[config.mk]
export PLATFORM = sky130hd
export DESIGN_NAME = sap_control_sequencer
export DESIGN_NICKNAME = d
export VERILOG_FILES = /design/src/rtl/sap_control_sequencer.sv
export SDC_FILE = /design/constraint.sdc
export NUM_CORES = 1
export LEC_CHECK = 0
export CORE_MARGIN = 2
export CORE_UTILIZATION = 40
export CTS_CLUSTER_DIAMETER = 40
export CTS_CLUSTER_SIZE = 14
export DETAILED_ROUTE_END_ITERATION = 6
export HOLD_SLACK_MARGIN = 0.15
export PLACE_DENSITY = 0.9
export SYNTH_ARGS = -nofsm -noshare
export SYNTH_HDL_FRONTEND = slang
export SYNTH_SLANG_ARGS = --single-unit
[constraint.sdc]
create_clock -name clk -period 3.25 [get_ports clk]
set_input_delay 0.65 -clock clk [delete_from_list [all_inputs] [get_ports clk]]
set_output_delay 0.65 -clock clk [all_outputs]
set_load 0.02 [all_outputs]
[src/rtl/sap_control_sequencer.sv]
// SAP CPU control sequencer: T-state counter plus opcode decode that drives the
// datapath control word. Controls are combinational from step/opcode/flags/halted.
module sap_control_sequencer #(
  parameter bit EARLY_END = 1'b1
) (
  input  logic       clk,
  input  logic       clr_n,
  input  logic [3:0] opcode,
  input  logic       carry_flag,
  input  logic       zero_flag,
  output logic       hlt,
  output logic       mar_ld_n,
  output logic       ram_we,
  output logic       ram_oe_n,
  output logic       ir_ld_n,
  output logic       ir_oe_n,
  output logic       a_ld_n,
  output logic       a_oe_n,
  output logic       b_ld_n,
  output logic       alu_oe_n,
  output logic       alu_sub,
  output logic       out_ld_n,
  output logic       pc_inc,
  output logic       pc_oe_n,
  output logic       pc_ld,
  output logic       flags_ld,
  output logic [2:0] step
);

  typedef enum logic [2:0] {
    T0 = 3'd0,
    T1 = 3'd1,
    T2 = 3'd2,
    T3 = 3'd3,
    T4 = 3'd4
  } step_t;

  localparam logic [3:0] OP_LDA = 4'b0001;
  localparam logic [3:0] OP_ADD = 4'b0010;
  localparam logic [3:0] OP_SUB = 4'b0011;
  localparam logic [3:0] OP_STA = 4'b0100;
  localparam logic [3:0] OP_LDI = 4'b0101;
  localparam logic [3:0] OP_JMP = 4'b0110;
  localparam logic [3:0] OP_JC  = 4'b0111;
  localparam logic [3:0] OP_JZ  = 4'b1000;
  localparam logic [3:0] OP_OUT = 4'b1110;
  localparam logic [3:0] OP_HLT = 4'b1111;

  step_t step_q;
  logic  halted;
  step_t last_step;

  assign step = step_q;

  always_comb begin
    last_step = T2;
    case (opcode)
      OP_LDA, OP_STA: last_step = T3;
      OP_ADD, OP_SUB: last_step = T4;
      default:        last_step = T2;
    endcase
  end

  // Halting freezes the counter at T2; only clr_n brings the sequencer back.
  always_ff @(posedge clk or negedge clr_n) begin
    if (!clr_n) begin
      step_q <= T0;
      halted <= 1'b0;
    end else if (!halted) begin
      if (step_q == T2 && opcode == OP_HLT) begin
        halted <= 1'b1;
      end else if (EARLY_END && step_q == last_step) begin
        step_q <= T0;
      end else if (step_q >= T4) begin
        step_q <= T0;
      end else begin
        step_q <= step_t'(step_q + 3'd1);
      end
    end
  end

  always_comb begin
    hlt      = 1'b0;
    mar_ld_n = 1'b1;
    ram_we   = 1'b0;
    ram_oe_n = 1'b1;
    ir_ld_n  = 1'b1;
    ir_oe_n  = 1'b1;
    a_ld_n   = 1'b1;
    a_oe_n   = 1'b1;
    b_ld_n   = 1'b1;
    alu_oe_n = 1'b1;
    alu_sub  = 1'b0;
    out_ld_n = 1'b1;
    pc_inc   = 1'b0;
    pc_oe_n  = 1'b1;
    pc_ld    = 1'b0;
    flags_ld = 1'b0;
    if (clr_n) begin
      if (halted) begin
        hlt = 1'b1;
      end else begin
        case (step_q)
          T0: begin
            pc_oe_n  = 1'b0;
            mar_ld_n = 1'b0;
          end
          T1: begin
            ram_oe_n = 1'b0;
            ir_ld_n  = 1'b0;
            pc_inc   = 1'b1;
          end
          T2: begin
            case (opcode)
              OP_LDA, OP_ADD, OP_SUB, OP_STA: begin
                ir_oe_n  = 1'b0;
                mar_ld_n = 1'b0;
              end
              OP_LDI: begin
                ir_oe_n = 1'b0;
                a_ld_n  = 1'b0;
              end
              OP_JMP: begin
                ir_oe_n = 1'b0;
                pc_ld   = 1'b1;
              end
              OP_JC: begin
                ir_oe_n = ~carry_flag;
                pc_ld   = carry_flag;
              end
              OP_JZ: begin
                ir_oe_n = ~zero_flag;
                pc_ld   = zero_flag;
              end
              OP_OUT: begin
                a_oe_n   = 1'b0;
                out_ld_n = 1'b0;
              end
              OP_HLT: hlt = 1'b1;
              default: ;
            endcase
          end
          T3: begin
            case (opcode)
              OP_LDA: begin
                ram_oe_n = 1'b0;
                a_ld_n   = 1'b0;
              end
              OP_ADD, OP_SUB: begin
                ram_oe_n = 1'b0;
                b_ld_n   = 1'b0;
              end
              OP_STA: begin
                a_oe_n = 1'b0;
                ram_we = 1'b1;
              end
              default: ;
            endcase
          end
          T4: begin
            if (opcode == OP_ADD || opcode == OP_SUB) begin
              alu_oe_n = 1'b0;
              a_ld_n   = 1'b0;
              flags_ld = 1'b1;
              alu_sub  = (opcode == OP_SUB);
            end
          end
          default: ;
        endcase
      end
    end
  end

endmodule

==> metrics <==
status complete, no violations; Worst Tran Pin Value 420 ps; Routed WL 1600 um; Max Root-Sink Buffers 2; commonest cells after routing, fill and taps aside clkdlybuf4s50_1, nand2_1, buf_4, inv_1, nand3_1; gr busiest metal met2; initial antenna violation count 0; Tcrit/Tclk final 97.1%; final antenna-violating net count 0; Worst-Skew Late Latency 240 ps; RSZ-0062 raised after global routing no; Mean Syn Cell Area 7.44 um2; Layout Skew 7.09 ps; dominant synthesized flop cell dfrtp_1; clock slew at reported path FFs 40 ps; crit path max fanout 7; Rows 13; starting density of the core 42.9%; Core Util, Final 69.4%; Antenna diodes 0; Port Buf Inserts 26; CTS tree done; Seq cells post-synth 4; drt first pass iters 4; slew margin rel. 71.6%; RePlAce Congestion 0.840; Leakage 0.000426 uW; H-tree depth 1; layout cells sized above 1 16.2%; DR DRC count 0; clk sinks 4; Die Span X 41.6 um; Post-Syn Nets 89; final worst slack 93.3 ps; # Post-CTS Setup Buffers 0; Synth area leaders dfrtp_1, ha_1, nand2_1; TNS Setup 0 ps; CP Launch Type input pin; mapped cell area 566 um2; CP Class in -> out; most common cell after layout, fill and taps aside clkdlybuf4s50_1; total CTS buffers 3; Total Routing Usage GR 19.2%; Post-Syn Instances 76; GR Overflow Total 0; GR met1 Demand/Resource 21.0%; first-pass GRT wire length 2670 um; Final setup viols 0; hold_buf cts 0; Worst setup EP type primary output; CORE AREA 0.00132 mm2; Critical Path AT 2510 ps; Final min period 3160 ps; # IOs 27; EDFF count, synth 0; Power Density 594 mW/mm2; Die Y 41.6 um; Max IR drop VDD 0.000473 V; DIE AREA 0.00173 mm2; CTS Root Cell clkbuf_4; Wirelength per Cell 12.7 um; hold crit path type reg -> reg; Final Max Slew Viols 0; Synth top area share 17.7%; Post-synth ARST share 100%; vias in the first global route 646; Netlist cell types 32; number of max-cap violations 0; nets@finish 126; hold_ws 542 ps; routed vias 713; pre-CTS WS 31.0 ps; Area Growth Syn to Fin 61.7%; largest net degree at the start of global routing 12; grt met3 use 3.48%; Syn. warnings 0; Req. time, crit path 2600 ps; Hold Vio Cnt, Final 0; register area share after synthesis 17.7%; dominant cell type by area after synthesis dfrtp_1; fmax 0.317 GHz; initial DRC count 14; met2 Use GR 35.0%; post-DR vias/cell 5.66; Post-DP HPWL 1280 um
logic make-up after synthesis:
logic type      Yosys count  synth area share, %
mux                       1                 1.99
buf+inv                  12                 11.9
flops                     4                 17.7
compound gates           18                 23.7
simple gates             36                 33.6
fa+ha+maj                 5                 11.1
cell usage after synthesis (2+ instances only):
| cell type | number |
|---|---|
| nor2_1 | 4 |
| nor3_1 | 2 |
| buf_6 | 3 |
| nand3_1 | 6 |
| o41ai_1 | 3 |
| or3_1 | 2 |
| inv_1 | 8 |
| o21ai_0 | 4 |
| nand2_1 | 10 |
| nor2b_1 | 5 |
| dfrtp_1 | 4 |
| ha_1 | 5 |
flip-flops by register name, summed over array words and instances, names as in the netlist:
name,flops
step,3
halted,1
final timing paths:
kind	end	depth (start not counted)	slack, ps	start
setup / recovery	mar_ld_n	7	90	opcode[1]
hold / removal	step[2]	2	540	halted
setup reg to reg	step[0]	6	1320	step[0]
hold reg to reg	step[2]	2	540	halted
max in group asynchronous	step[1]	2	2450	clr_n
min in group asynchronous	step[0]	2	690	clr_n
power breakdown:
| group | internal, uW | switching (uW) |
|---|---|---|
| Combinational | 173 | 198 |
| Sequential | 72.5 | 38.6 |
| Clock | 41.3 | 20.6 |
layout make-up:
type / instances / area [um2]
Clock buffer: 3 / 22.5
Multi-Input combinational cell: 60 / 403
Tap cell: 15 / 18.8
Sequential cell: 4 / 100
Fill cell: 116 / 403
Inverter: 8 / 30.0
Timing Repair Buffer: 36 / 340
critical path: stages:
cell,delay (ps)
clkdlybuf4s50_1,430
buf_4,180
nor3_2,210
nor3_1,90
mux2_2,270
nand3_1,80
clkdlybuf4s50_1,600
layer usage:
metal / vias to the layer above / part of all wire, %
li1: 345 / -
met2: 26 / 51
met3: 5 / 4.5
met5: - / 0
met4: 0 / 1.6
met1: 337 / 42
per-stage QoR:
stage               cell area [um2]  power, uW  std cells
floorplan                       566        336         76
detailed placement              882        478        123
global placement                882        466        123
finish                          915        544        126
CTS                             905        545        126
global route                    915        581        126
timing repair:
action,CTS,global route
resized for setup,0,3
hold endpoints to repair,0,0
endpoints found under the setup margin,0,4
No activity file was read; power rests on OpenSTA's default activity.
